--- src/rtl/uart_tx_arbiter_pkg.sv ---
// Shared types and constants for the UART transmit arbiter.
package uart_tx_arbiter_pkg;

  // Width of one transmitted byte.
  localparam int BYTE_W = 8;

  // Arbiter phases: pick a producer, pulse start, wait for busy to rise, wait for the frame to end.
  typedef enum logic [1:0] {
    ARB       = 2'd0,
    ISSUE     = 2'd1,
    WAIT_ACK  = 2'd2,
    WAIT_DONE = 2'd3
  } arb_state_e;

endpackage

--- src/rtl/uart_tx_arbiter_if.sv ---
// Handshake bundle between the byte producers, the arbiter and uart_tx.
interface uart_tx_arbiter_if #(
  parameter int NUM_REQ = 4
);
  import uart_tx_arbiter_pkg::*;

  localparam int IDX_W = $clog2(NUM_REQ);

  logic [NUM_REQ-1:0]        req_valid;
  logic [BYTE_W*NUM_REQ-1:0] req_data;
  logic [NUM_REQ-1:0]        req_ready;
  logic                      tx_busy;
  logic                      tx_start;
  logic [BYTE_W-1:0]         tx_data;
  logic [IDX_W-1:0]          grant_id;
  logic                      arb_busy;
  logic                      err_timeout;

  // Producer/uart_tx side of the bundle.
  modport master (
    output req_valid, req_data, tx_busy,
    input  req_ready, tx_start, tx_data, grant_id, arb_busy, err_timeout
  );

  // Arbiter side of the bundle.
  modport slave (
    input  req_valid, req_data, tx_busy,
    output req_ready, tx_start, tx_data, grant_id, arb_busy, err_timeout
  );

endinterface

--- src/rtl/uart_tx_arbiter_rr_pick.sv ---
// Combinational round-robin select: first set request at or after the start pointer, with wrap.
module uart_tx_arbiter_rr_pick #(
  parameter int N = 4
) (
  input  logic [N-1:0]         i_req,
  input  logic [$clog2(N)-1:0] i_ptr,
  output logic [$clog2(N)-1:0] o_winner,
  output logic                 o_found
);

  localparam int IDX_W = $clog2(N);
  localparam int SUM_W = IDX_W + 1;

  logic [SUM_W-1:0] w_sum;
  logic [IDX_W-1:0] w_idx;

  // Walk N slots from the pointer; the wrap is an explicit compare so non-power-of-2 N never aliases.
  always_comb begin
    o_winner = '0;
    o_found  = 1'b0;
    w_sum    = '0;
    w_idx    = '0;
    for (int k = 0; k < N; k++) begin
      w_sum = {1'b0, i_ptr} + SUM_W'(k);
      if (w_sum >= SUM_W'(N)) begin
        w_sum = w_sum - SUM_W'(N);
      end
      w_idx = w_sum[IDX_W-1:0];
      if (!o_found && i_req[w_idx]) begin
        o_winner = w_idx;
        o_found  = 1'b1;
      end
    end
  end

endmodule

--- src/rtl/uart_tx_arbiter.sv ---
// Round-robin scheduler sharing one uart_tx between several byte producers, with burst hold and ack timeout.
module uart_tx_arbiter
  import uart_tx_arbiter_pkg::*;
#(
  parameter int NUM_REQ     = 4,
  parameter int MAX_BURST   = 4,
  parameter int ACK_TIMEOUT = 64
) (
  input logic              clk,
  input logic              reset,
  uart_tx_arbiter_if.slave bus
);

  localparam int IDX_W = $clog2(NUM_REQ);
  localparam int TO_W  = $clog2(ACK_TIMEOUT);

  arb_state_e        r_state;
  arb_state_e        w_next_state;
  logic [IDX_W-1:0]  r_rr_ptr;
  logic [IDX_W-1:0]  r_grant_id;
  logic [3:0]        r_burst_cnt;
  logic [TO_W-1:0]   r_to_cnt;
  logic              r_tx_start;
  logic [BYTE_W-1:0] r_tx_data;
  logic              r_err_timeout;

  logic [IDX_W-1:0]  w_pick_idx;
  logic              w_pick_found;
  logic              w_hold;
  logic [IDX_W-1:0]  w_winner;
  logic              w_accept;
  logic [3:0]        w_burst_next;
  logic              w_hold_ends;
  logic              w_timeout;
  logic [BYTE_W-1:0] w_sel_data;

  // Next index with explicit wrap at NUM_REQ-1.
  function automatic logic [IDX_W-1:0] incWrap(input logic [IDX_W-1:0] v);
    if (v == IDX_W'(NUM_REQ - 1)) begin
      return '0;
    end
    return v + IDX_W'(1);
  endfunction

  uart_tx_arbiter_rr_pick #(
    .N (NUM_REQ)
  ) u_rr_pick (
    .i_req    (bus.req_valid),
    .i_ptr    (r_rr_ptr),
    .o_winner (w_pick_idx),
    .o_found  (w_pick_found)
  );

  // Winner: keep the current requester while its burst is open and it still has data, else round-robin.
  always_comb begin
    w_hold       = (r_burst_cnt != 4'd0) && (r_burst_cnt < 4'(MAX_BURST)) && bus.req_valid[r_grant_id];
    w_winner     = w_hold ? r_grant_id : w_pick_idx;
    w_accept     = (r_state == ARB) && !bus.tx_busy && (w_hold || w_pick_found);
    w_burst_next = w_hold ? (r_burst_cnt + 4'd1) : 4'd1;
    w_hold_ends  = !w_hold || (w_burst_next == 4'(MAX_BURST));
    w_timeout    = (r_state == WAIT_ACK) && !bus.tx_busy && (r_to_cnt == TO_W'(ACK_TIMEOUT - 1));
    w_sel_data   = '0;
    for (int k = 0; k < NUM_REQ; k++) begin
      if (w_winner == IDX_W'(k)) begin
        w_sel_data = bus.req_data[k*BYTE_W +: BYTE_W];
      end
    end
  end

  // State register; reset drops straight back to arbitration even mid-frame.
  always_ff @(posedge clk or negedge reset) begin
    if (!reset) begin
      r_state <= ARB;
    end else begin
      r_state <= w_next_state;
    end
  end

  // Next-state decode.
  always_comb begin
    w_next_state = r_state;
    case (r_state)
      ARB:       if (w_accept) w_next_state = ISSUE;
      ISSUE:     w_next_state = WAIT_ACK;
      WAIT_ACK:  begin
        if (bus.tx_busy) begin
          w_next_state = WAIT_DONE;
        end else if (w_timeout) begin
          w_next_state = ARB;
        end
      end
      WAIT_DONE: if (!bus.tx_busy) w_next_state = ARB;
      default:   w_next_state = ARB;
    endcase
  end

  // Combinational outputs: one-hot accept only in the cycle a byte is taken.
  always_comb begin
    bus.req_ready = '0;
    if (w_accept) begin
      bus.req_ready[w_winner] = 1'b1;
    end
    bus.arb_busy = (r_state != ARB);
  end

  // Registered datapath: captured byte, start pulse, burst/pointer bookkeeping, ack timeout.
  always_ff @(posedge clk or negedge reset) begin
    if (!reset) begin
      r_rr_ptr      <= '0;
      r_grant_id    <= '0;
      r_burst_cnt   <= '0;
      r_to_cnt      <= '0;
      r_tx_start    <= 1'b0;
      r_tx_data     <= '0;
      r_err_timeout <= 1'b0;
    end else begin
      case (r_state)
        ARB: begin
          if (w_accept) begin
            r_tx_data   <= w_sel_data;
            r_grant_id  <= w_winner;
            r_tx_start  <= 1'b1;
            r_burst_cnt <= w_burst_next;
            if (w_hold_ends) begin
              r_rr_ptr <= incWrap(w_winner);
            end
          end else begin
            r_burst_cnt <= '0;
          end
        end
        ISSUE: begin
          r_tx_start <= 1'b0;
          r_to_cnt   <= '0;
        end
        WAIT_ACK: begin
          if (w_timeout) begin
            r_err_timeout <= 1'b1;
            r_burst_cnt   <= '0;
            r_rr_ptr      <= incWrap(r_grant_id);
          end else if (!bus.tx_busy) begin
            r_to_cnt <= r_to_cnt + TO_W'(1);
          end
        end
        default: begin
        end
      endcase
    end
  end

  assign bus.tx_start    = r_tx_start;
  assign bus.tx_data     = r_tx_data;
  assign bus.grant_id    = r_grant_id;
  assign bus.err_timeout = r_err_timeout;

endmodule

--- src/flat_wrapper.sv ---
// flat-port wrapper written by rule: the top's interface ports become plain ports
module uart_tx_arbiter_flat import uart_tx_arbiter_pkg::*;
#(
  parameter int NUM_REQ     = 4,
  parameter int MAX_BURST   = 4,
  parameter int ACK_TIMEOUT = 64
)
  (clk, reset, bus_req_valid, bus_req_data, bus_tx_busy, bus_req_ready, bus_tx_start, bus_tx_data, bus_grant_id, bus_arb_busy, bus_err_timeout);
  uart_tx_arbiter_if #(.NUM_REQ(NUM_REQ)) bus_i ();
  input logic clk;
  input logic reset;
  input wire logic [$bits(bus_i.req_valid)-1:0] bus_req_valid;
  input wire logic [$bits(bus_i.req_data)-1:0] bus_req_data;
  input wire logic [$bits(bus_i.tx_busy)-1:0] bus_tx_busy;
  output wire logic [$bits(bus_i.req_ready)-1:0] bus_req_ready;
  output wire logic [$bits(bus_i.tx_start)-1:0] bus_tx_start;
  output wire logic [$bits(bus_i.tx_data)-1:0] bus_tx_data;
  output wire logic [$bits(bus_i.grant_id)-1:0] bus_grant_id;
  output wire logic [$bits(bus_i.arb_busy)-1:0] bus_arb_busy;
  output wire logic [$bits(bus_i.err_timeout)-1:0] bus_err_timeout;
  assign bus_i.req_valid = bus_req_valid;
  assign bus_i.req_data = bus_req_data;
  assign bus_i.tx_busy = bus_tx_busy;
  assign bus_req_ready = bus_i.req_ready;
  assign bus_tx_start = bus_i.tx_start;
  assign bus_tx_data = bus_i.tx_data;
  assign bus_grant_id = bus_i.grant_id;
  assign bus_arb_busy = bus_i.arb_busy;
  assign bus_err_timeout = bus_i.err_timeout;
  uart_tx_arbiter #(.NUM_REQ(NUM_REQ), .MAX_BURST(MAX_BURST), .ACK_TIMEOUT(ACK_TIMEOUT)) u_core (.clk(clk), .reset(reset), .bus(bus_i));
endmodule
--- config.mk ---
export PLATFORM = sky130hd
export DESIGN_NAME = uart_tx_arbiter_flat
export DESIGN_NICKNAME = d
export VERILOG_FILES = /design/src/rtl/uart_tx_arbiter_pkg.sv /design/src/rtl/uart_tx_arbiter_if.sv /design/src/rtl/uart_tx_arbiter_rr_pick.sv /design/src/rtl/uart_tx_arbiter.sv /design/src/flat_wrapper.sv
export SDC_FILE = /design/constraint.sdc
export NUM_CORES = 1
export LEC_CHECK = 0
export CAP_MARGIN = 20
export CORE_MARGIN = 2
export CORE_UTILIZATION = 47
export CTS_BUF_LIST = sky130_fd_sc_hd__clkbuf_4 sky130_fd_sc_hd__clkbuf_8 sky130_fd_sc_hd__clkbuf_16
export DETAILED_ROUTE_END_ITERATION = 16
export PLACE_DENSITY = 0.76
export SYNTH_ARGS = -nofsm -noshare
export SYNTH_HDL_FRONTEND = slang
export SYNTH_HIERARCHICAL = 1
export SYNTH_SLANG_ARGS = --single-unit
--- constraint.sdc ---
create_clock -name clk -period 3.55 [get_ports clk]
set_input_delay 0.355 -clock clk [delete_from_list [all_inputs] [get_ports clk]]
set_output_delay 0.355 -clock clk [all_outputs]
set_load 0.01 [all_outputs]
# == Word-level counts from Yosys, hierarchy flattened ==
# Index checks and enable logic that the tools add are counted.
# word_totals
register_bits,26
latch_bits,0
mem_bits_rw,0
romBits,0
inputBits,39
output_inout_bits,17
n_memories,0
# classes
add_sub_neg,11
multipliers,0
div_mod_pow,0
order_cmp,12
n_eq_ne,16
shift,0
n_mux,59
bitwise,0
n_reduce_logical,31
# ops
op,n
$mux 2,20
$mux 8,4
$lt 2x3->1 const B,6
$mux 1,18
$mux 4,4
$mux 6,2
$pmux 6 s2,1
$bmux 1 s2,5
$eq 2x2->1 const B,5
$logic_and 1x1->1,10
$ge 3x3->1 const B,3
$pmux 2 s4,1
$pmux 4 s2,1
$reduce_and 2->1,4
$reduce_bool 2->1,4
$sub 2x1->2 const B,4
$add 2x2->3 const B,2
$add 6x1->6 const B,1
$eq 6x6->1 const B,1
$ne 2x1->1 const B,3
$ne 2x2->1 const B,3
$reduce_and 3->1,2
$logic_not 1->1,5
$add 2x1->2 const B,2
other kinds (15),18

# == Longest topological paths before layout ==
# Gate-level depths: netlist of run 1.
# depth
ltp_word,24
ltp_mapped,13

# == Modules after synthesis ==
# The synthesis of run 1 kept the hierarchy.
# modules_own_cells
module,n_inst,cells_per_inst,area_per_inst_um2
uart_tx_arbiter,1,191,1778.0
uart_tx_arbiter_rr_pick,1,15,77.6

# == Worst setup path before layout of run 1 ==
# Ideal clock, no wire load.
# synth_timing
kind,register to output
from,"reg u_core.r_grant_id[0], in the netlist u_core/bus.grant_id[0]"
to,out bus_req_ready[2]
arrival_time_ps,2345
required_ps,3195
path_slack_ps,850
stages_incl_launch_ff,8
path_buffers,2
cell_sequence,dfrtp_1 -> mux4_2 -> nand2_1 -> mux2i_1 -> ha_1 -> clkbuf_1 -> clkbuf_1 -> and2_1
# synth_between
elab_chain_cells,9
word_cells_on_any_way,12
# synth_rtl
item,line_no,text
"start, declared",uart_tx_arbiter.sv:20,logic [IDX_W-1:0] r_grant_id;
"start signal, assigned",uart_tx_arbiter.sv:121,r_grant_id <= w_winner;
$bmux 1 s2,uart_tx_arbiter.sv:56,w_hold = (r_burst_cnt != 4'd0) && (r_burst_cnt < 4'(MAX_BURST)) && bus.req_valid[r_grant_id];
$mux 1 (implied by the code),uart_tx_arbiter.sv:56,
$logic_and 1x1->1,uart_tx_arbiter.sv:56,
$mux 2,uart_tx_arbiter.sv:57,w_winner = w_hold ? r_grant_id : w_pick_idx;
$lt 2x3->1 (implied by the code) / $ge 2x1->1 (equally long branches),uart_tx_arbiter.sv:101,bus.req_ready[w_winner] = 1'b1;
$logic_and 1x1->1 (implied by the code),uart_tx_arbiter.sv:101,
$mux 1 (implied by the code),uart_tx_arbiter.sv:101,
$demux 1 s2,n/a,
$mux 4 (*),uart_tx_arbiter.sv:100,if (w_accept) begin
"end, declared",flat_wrapper.sv:15,output wire logic [$bits(bus_i.req_ready)-1:0] bus_req_ready;
# Every way passes the cells marked *; elsewhere a longest branch is shown, timed or not. The select of a mux whose other input is x is not followed.

# == Final worst setup path of run 1 ==
# layout_timing
from,in bus_req_valid[1]
to,out bus_req_ready[3]
# layout_between
elab_chain_cells,18
word_cells_on_any_way,34
# layout_rtl
item,line_no,text
"start, declared",flat_wrapper.sv:12,input wire logic [$bits(bus_i.req_valid)-1:0] bus_req_valid;
$bmux 1 s2,uart_tx_arbiter_rr_pick.sv:29,if (!o_found && i_req[w_idx]) begin
$mux 1 (implied by the code),uart_tx_arbiter_rr_pick.sv:29,
$mux 1,uart_tx_arbiter_rr_pick.sv:29,
$logic_not 1->1,uart_tx_arbiter_rr_pick.sv:29,
$logic_and 1x1->1,uart_tx_arbiter_rr_pick.sv:29,
$mux 1,uart_tx_arbiter_rr_pick.sv:29,
$logic_not 1->1,uart_tx_arbiter_rr_pick.sv:29,
$logic_and 1x1->1,uart_tx_arbiter_rr_pick.sv:29,
[4 not listed],n/a,
via u_core.w_pick_idx[0],uart_tx_arbiter.sv:27,logic [IDX_W-1:0] w_pick_idx;
$mux 2 (*),uart_tx_arbiter.sv:57,
via u_core.w_winner[0],uart_tx_arbiter.sv:30,logic [IDX_W-1:0] w_winner;
$lt 2x3->1 (implied by the code) / $ge 2x1->1 (equally long branches),uart_tx_arbiter.sv:101,
$logic_and 1x1->1 (implied by the code),uart_tx_arbiter.sv:101,
$mux 1 (implied by the code),uart_tx_arbiter.sv:101,
$demux 1 s2 (*),n/a,
$mux 4 (*),uart_tx_arbiter.sv:100,
# Mark *: on every way through the listed nets, which the timed path passes. The rest lies on a longest branch. The select of a mux whose other input is x is not followed.

==> metrics.md, run 1 <==
| Metric | Value |
|---|---|
| Met1 track demand over resource | `28.4%` |
| Die ar. | `4470 sq um` |
| Dominant combinational cell family by area after synthesis | `compound AO/OA/AOI/OAI gates` |
| Initial core utilization | `49.9%` |
| Global-route total usage across every layer | `21.0%` |
| Synthesis-stage register bit count | `26` |
| TritonCTS clock tree | `built` |
| Area share of the largest cell type after synthesis | `35.1%` |
| Placer Congestion | `0.820` |
| First-pass GRT wire length | `7350 um` |
| Flop pwr share | `29.6%` |
| Worst hold slack | `0.447 ns` |
| Detailed placement HPWL | `3260 um` |
| Number of DRC violations after detailed-routing iteration 0 | `70` |
| First-pass detailed-route iteration total | `4` |
| Startpoint type of the worst setup path | `primary input` |
| Minimum clock period | `3.18 ns` |
| Seq/Total Area, Yosys | `35.1%` |
| Total number of H-tree levels | `1` |
| Cell Rows | `22` |
| Total power draw | `0.00179 W` |
| Worst voltage drop across the vdd grid | `between 400 and 500 uV` |
| Post-CTS clock slew at the launch and capture registers of the worst setup and hold paths | `0.09 ns` |
| Data required time of the worst path | `3.19 ns` |
| Met2 Use GR | `34.4%` |
| Count of flip-flops with a built-in enable after synthesis | `0` |
| Number of routed nets with antenna violations | `0` |
| PostCTS Resize Cnt | `0` |
| Number of global-route vias before repair | `1663` |
| Post-synthesis share of cell area spent on and, or, nand and nor gates | `19.8%` |
| Transition time at the pin with the least slew margin | `0.452 ns` |
| Number of clock buffers inserted by TritonCTS | `3` |
| Relative slew slack | `69.6%` |
| Cell leakage power | `between 1 and 1.5 nW` |
| Synth top area cells | `dfrtp_1, a21oi_1, nand2_1` |
| Fill cells | `approximately 320` |
| Max-capacitance violation count | `0` |
| CTS hold repair buffers | `0` |
| Ys async rst share | `between 90% and 100%` |
| Worst path max stage delay | `0.54 ns` |
| Wire length per cell | `13.9 um` |
| Largest net degree at the start of global routing | `27` |
| Flip-flop cell with the highest count after synthesis | `dfrtp_1` |
| Worst-case reg-to-reg path depth | `10` |
| Worst slack after detailed placement | `0.360 ns` |
| Final setup vio count | `0` |
| Min setup slack post-route | `0.375 ns` |
| Type of the setup path with the least slack | `primary input to primary output` |
| R2R Path End | `u_core/r_rr_ptr[0]` |
| Highest net fanout along the worst path | `5` |
| Proportion of layout cells with a drive suffix above 1 | `11.6%` |
| Ys Warns | `6` |
| Crit-path cells | `clkdlybuf4s50_1 > inv_1 > a221o_1 > a21oi_1 > mux2i_1 > inv_1 > ha_1 > and2_1 > clkdlybuf4s50_1` |
| R2R Path Start | `u_core/bus.grant_id[0]` |
| Post-DR vias/cell | `5.47` |
| Area growth from synthesis to final layout | `34.5%` |
| Nets@finish | `approximately 310` |
| Post-synthesis instance total | `206` |
| Type of the most critical hold path | `primary input to asynchronous set/reset pin` |
| Count of buffers added by post-CTS timing repair for setup | `0` |
| Crit share post-route | `89.4%` |
| Fraction of the mapped netlist area in adder cells | `between 5 and 6%` |
| Portion of total power attributed to combinational logic | `approximately 60%` |
| Core area | `3720 sq um` |
| Syn Std Cell Area | `1860 sq um` |
| Maximum clock insertion buffer count | `2` |
| Final Skew | `between 0.004 and 0.005 ns` |
| Area of combinational cells with multiple inputs | `between 1000 and 1500 sq um` |
| Setup repair after global routing missed its margin | `no` |
| Leading area contributor after synthesis | `dfrtp_1` |
| Power Internal | `0.00105 W` |
| Number of clock sinks seen by CTS | `26` |
| Critical Path Slowest Stage Cell | `clkdlybuf4s50_1` |
| Total wirelength of the detailed-routed design | `4270 um` |
| GR met3 Demand/Resource | `5.24%` |
| Area of all sequential standard cells | `651 sq um` |
| Signal arrival time at the worst endpoint | `about 2.8 ns` |
| Result of the run | `finished clean` |
| Switch Pwr | `0.000744 W` |
| Share of the synthesized area in compound gates (AO/OA/AOI/OAI) | `25.0%` |
| Worst R2R Setup Slack | `~0.66 ns` |
| IO Count | `between 50 and 60` |
| Count of cell types in the netlist | `between 50 and 60` |
| Clock latency reported for the late side of the worst-skew pair | `0.26 ns` |
| Pwr Density | `719 nW/um^2` |
| Area share of xor/xnor cells in the synthesized design | `1.42%` |
| Crit path capture type | `primary output` |
| Max Transition Viols Final | `0` |
| Initial antenna violation count | `0` |
| Total nets after synthesis | `about 250` |
| Hold Vio Cnt, Final | `0` |
| Portion of netlist area occupied by mux cells | `about 7.1%` |
| Sum of negative setup slack | `0 ns` |
| Synth Area per Inst | `~9 sq um` |
| Root buffer cell | `clkbuf_8` |
| Sw frac | `41.5%` |
| # diodes | `0` |
| Number of buffers added on ports | `55` |
| Vias | `1679` |
| Die Span Y | `66.8 um` |
| Clock share of power | `about 10%` |
| Maximum clock frequency | `0.315 GHz` |
| Most Used Layer, Global Route | `met2` |
| Die span in x | `between 60 and 70 um` |
| Grt total ovfl | `0` |
| DRC Markers | `0` |
==> sequential cells by signal, summed over array words and instances, names as in the netlist <==
signal / flops
u_core/r_to_cnt: 6
u_core/bus.tx_data: 8
u_core/r_rr_ptr: 2
u_core/bus.tx_start: 1
u_core/bus.grant_id: 2
u_core/r_state: 2
u_core/r_burst_cnt: 4
u_core/bus.err_timeout: 1
==> Yosys cell counts, types with 3 or more instances <==
master / count
o211ai_2: 5
nor2_1: 12
nand2_1: 27
and2_1: 5
a21oi_1: 26
clkbuf_1: 5
o211ai_1: 3
dfrtp_1: 26
nand3b_1: 9
o21ai_0: 5
o21a_1: 8
inv_1: 11
mux2_2: 6
nand3_1: 4
ha_1: 8
==> how the worst max path moves through the flow <==
stage / startpoint / endpoint / depth (start not counted)
6_report: bus_req_valid[1] / bus_req_ready[3] / 9
5_1_grt: u_core/bus.grant_id[0] / bus_req_ready[3] / 7
4_1_cts: u_core/r_burst_cnt[0] / bus_req_ready[3] / 9
3_5_place_dp: bus_req_valid[3] / u_core/r_rr_ptr[0] / 11
3_3_place_gp: bus_req_valid[3] / bus_req_ready[3] / 8
2_1_floorplan: u_core/bus.grant_id[0] / bus_req_ready[2] / 7
==> layer usage <==
layer / part of all wire, % / wire length, um
met1: 47 / 2020
met2: 46 / 1960
met3: 5.8 / 248
met4: 0.91 / 39
met5: 0 / 0
==> cells by family after synthesis <==
kind of cell | Yosys count
AO/OA/AOI/OAI | 65
buffers and inverters | 23
multiplexers | 11
AND/OR/NAND/NOR | 70
adder cells (fa/ha/maj) | 8
flip-flops | 26
XOR/XNOR | 3
==> metrics by stage <==
step,instances,cell area [sq um],util (%)
2_1_floorplan,206,1860,-
3_3_place_gp,303,2430,65.5
3_5_place_dp,303,2430,65.5
4_1_cts,307,2490,67.0
5_1_grt,307,2490,67.1
6_report,307,2490,67.1
==> power by group through the flow <==
stage | clock [W] | sequential [W] | combinational (W)
6_report | 0.000185 | 0.000531 | 0.00108
5_1_grt | 0.000203 | 0.000549 | 0.00120
4_1_cts | 0.000192 | 0.000530 | 0.00108
3_5_place_dp | 0 | 0.000534 | 0.00107
3_3_place_gp | 0 | 0.000529 | 0.00106
2_1_floorplan | 0 | 0.000517 | 0.000737
==> worst max-delay path: cells and delay by family <==
family | cells | cell delay, ns
buffers and inverters | 4 | 1.28
and+or+nand+nor | 1 | 0.15
muxes | 1 | 0.20
AOI/OAI and AO/OA | 2 | 0.68
adders and majority gates | 1 | 0.16
==> layout make-up <==
cell class | instances | area share (%)
repair buffers | 60 | 23.6
flip-flops and latches | 26 | 26.1
multi-input cells | 157 | 43.9
well taps | 48 | 2.41
clock buffers | 4 | 2.21
inverters | 12 | 1.81
==> cells in the final DEF, fill, tap and decap left out, types with 6 or more instances in the layout <==
cell             count
ha_1                 8
dfrtp_1             26
nand3b_1             9
nand2_1             27
clkdlybuf4s50_1     55
o21a_1               8
mux2_2               6
a21oi_1             26
nor2_1              12
inv_1               11
(Power assumes the default switching activity.)
==> run 2, diff against run 1 <==
Settings changed: CORE_UTILIZATION 47 to 51, PLACE_DENSITY 0.76 to 0.82.
Clock period 3.55 ns to 3.85 ns, I/O delays scaled along.
==> run 2 against run 1 <==
Die area down 7.4%; critical endpoint is now bus_req_ready[1]; routed wire length down 0.63%; worst hold slack worse by 0.044 ns; register-to-register slack better by 0.22 ns; largest cell class unchanged; highest routed layer unchanged.
==> metrics.md, run 2 (same netlist as run 1, synthesis figures left out) <==
| Metric | Value |
|---|---|
| Result of the run | `finished clean` |
| Area growth from synthesis to final layout | `32.2%` |
| Die Span Y | `64.3 um` |
| Power Internal | `0.000918 W` |
| Most common cell after layout, fill and taps aside | `clkdlybuf4s50_1` |
| DRC Markers | `0` |
| Total wirelength of the detailed-routed design | `4240 um` |
| Root buffer cell | `clkbuf_4` |
| Cell Rows | `21` |
| Wire length per cell | `14.0 um` |
| Relative slew slack | `68.7%` |
| Final setup vio count | `0` |
| Max-capacitance violation count | `0` |
| Number of global-route vias before repair | `1522` |
| Die ar. | `4140 sq um` |
| Signal arrival time at the worst endpoint | `3.19 ns` |
| Crit share post-route | `about 93%` |
| Final Skew | `0.00594 ns` |
| Number of routed nets with antenna violations | `0` |
| Highest net fanout along the worst path | `17` |
| Vias | `1632` |
| Maximum clock frequency | `~0.28 GHz` |
| Clock share of power | `8.7%` |
| Dominant cell type by count on the critical path | `ha_1` |
| Initial core utilization | `54.3%` |
| Switch Pwr | `0.000677 W` |
| Placed cell count | `299` |
| Initial antenna violation count | `0` |
| Area of combinational cells with multiple inputs | `1090 sq um` |
| Fin cells | `just over 300` |
| Pwr Density | `approximately 650 nW/um^2` |
| Placer Congestion | `between 0.8 and 0.9` |
| Count of buffering cells on the critical path with inverters included | `2` |
| Number of clock buffers inserted by TritonCTS | `3` |
| Global-route total usage across every layer | `between 20% and 30%` |
| Max FFs per register | `8` |
| Count of buffers added by post-CTS timing repair for setup | `0` |
| IO Count | `between 50 and 60` |
| Area of all sequential standard cells | `roughly 650 sq um` |
| Highest-count cells in the layout ignoring fill and taps | `clkdlybuf4s50_1, nand2_1, a21oi_1, dfrtp_1, nor2_1` |
| Final core occ | `71.8%` |
| Number of buffers added on ports | `55` |
| Top Family by Delay on Critical Path | `simple AND/OR/NAND/NOR gates` |
| # diodes | `0` |
| Fill cells | `293` |
| Cell leakage power | `1.00 nW` |
| Detailed placement HPWL | `3240 um` |
| Number of DRC violations after detailed-routing iteration 0 | `69` |
| Portion of total power attributed to combinational logic | `between 60% and 70%` |
| PostCTS Resize Cnt | `0` |
| Clock latency reported for the late side of the worst-skew pair | `0.33 ns` |
| Minimum clock period | `3.58 ns` |
| CTS hold repair buffers | `0` |
| Post-CTS clock slew at the launch and capture registers of the worst setup and hold paths | `0.14 ns` |
| Type of the most critical hold path | `primary input to asynchronous set/reset pin` |
| Crit path capture type | `primary output` |
| Critical Path Slowest Stage Cell | `clkdlybuf4s50_1` |
| Crit-path cells | `inv_1 > ha_1 > nor3_1 > nand2_1 > a32oi_1 > ha_1 > and2_1 > clkdlybuf4s50_1` |
| Grt total ovfl | `0` |
| First-pass GRT wire length | `7040 um` |
| Largest net degree at the start of global routing | `27` |
| Transition time at the pin with the least slew margin | `0.466 ns` |
| Die span in x | `64.3 um` |
| Sum of negative setup slack | `0 ns` |
| Max Transition Viols Final | `0` |
| Worst voltage drop across the vdd grid | `429 uV` |
| Post-DR vias/cell | `approximately 5.4` |
| Maximum clock insertion buffer count | `2` |
| First-pass detailed-route iteration total | `4` |
| TritonCTS clock tree | `built` |
| Data required time of the worst path | `about 3.5 ns` |
| Hold Vio Cnt, Final | `0` |
| Worst path max stage delay | `0.52 ns` |
| Core area | `around 3400 sq um` |
| Flop pwr share | `30.4%` |
| Total number of H-tree levels | `1` |
| Setup repair after global routing missed its margin | `no` |
| Nets@finish | `approximately 310` |
| Number of clock sinks seen by CTS | `26` |
| Startpoint type of the worst setup path | `flip-flop` |
| Type of the setup path with the least slack | `flip-flop to primary output` |
| Proportion of layout cells with a drive suffix above 1 | `10.5%` |
| Sw frac | `42.4%` |
## run 2: cell count changes in the layout (fill, tap and decap cells not counted), sizes merged
cell  before  now
buf        5    3
## run 2: routing by layer
layer	routed length (um)	up-vias	track usage (%)
met1	1940	763	27.6
met4	49	0	6.38
met5	0	-	0
met2	2080	31	38.0
met3	162	4	4.23
li1	-	834	-
## run 2: area by class of cell
| type | instances | share of cell area, % |
|---|---|---|
| Multi-Input combinational cell | 157 | 44.5 |
| Sequential cell | 26 | 26.5 |
| Timing Repair Buffer | 58 | 23.4 |
| Tap cell | 46 | 2.35 |
| Inverter | 12 | 1.84 |
| Clock buffer | 4 | 1.48 |
## run 2: path summary, 6_finish.rpt
check	from	slack (ns)	to	cells past startpoint
max	u_core/r_burst_cnt[0]	0.27	bus_req_ready[1]	8
min	reset	0.40	u_core/bus.err_timeout	2
max reg2reg	u_core/r_burst_cnt[0]	0.88	u_core/r_rr_ptr[0]	12
min reg2reg	u_core/bus.tx_data[7]	0.50	u_core/bus.tx_data[7]	1
max in group asynchronous	reset	3.20	u_core/bus.tx_data[7]	2
min in group clk	u_core/bus.tx_data[7]	0.50	u_core/bus.tx_data[7]	1
## run 2: power groups by stage
stage	sequential, W	clock, W	combinational [W]
after floorplan	0.000477	0	0.000679
after global placement	0.000485	0	0.000956
after detailed placement	0.000491	0	0.000972
after CTS	0.000485	0.000147	0.000979
after global routing	0.000502	0.000157	0.00108
final	0.000485	0.000139	0.000971
## run 2: metrics by stage
stage	setup slack, ns	area, sq um	hold WS, ns	power [W]
after global placement	0.493	2420	0.450	0.00144
after floorplan	1.12	1860	0.0894	0.00116
after detailed placement	0.428	2420	0.480	0.00146
after CTS	0.245	2450	0.401	0.00161
after global routing	0.0656	2450	0.415	0.00174
final	0.273	2450	0.403	0.00159
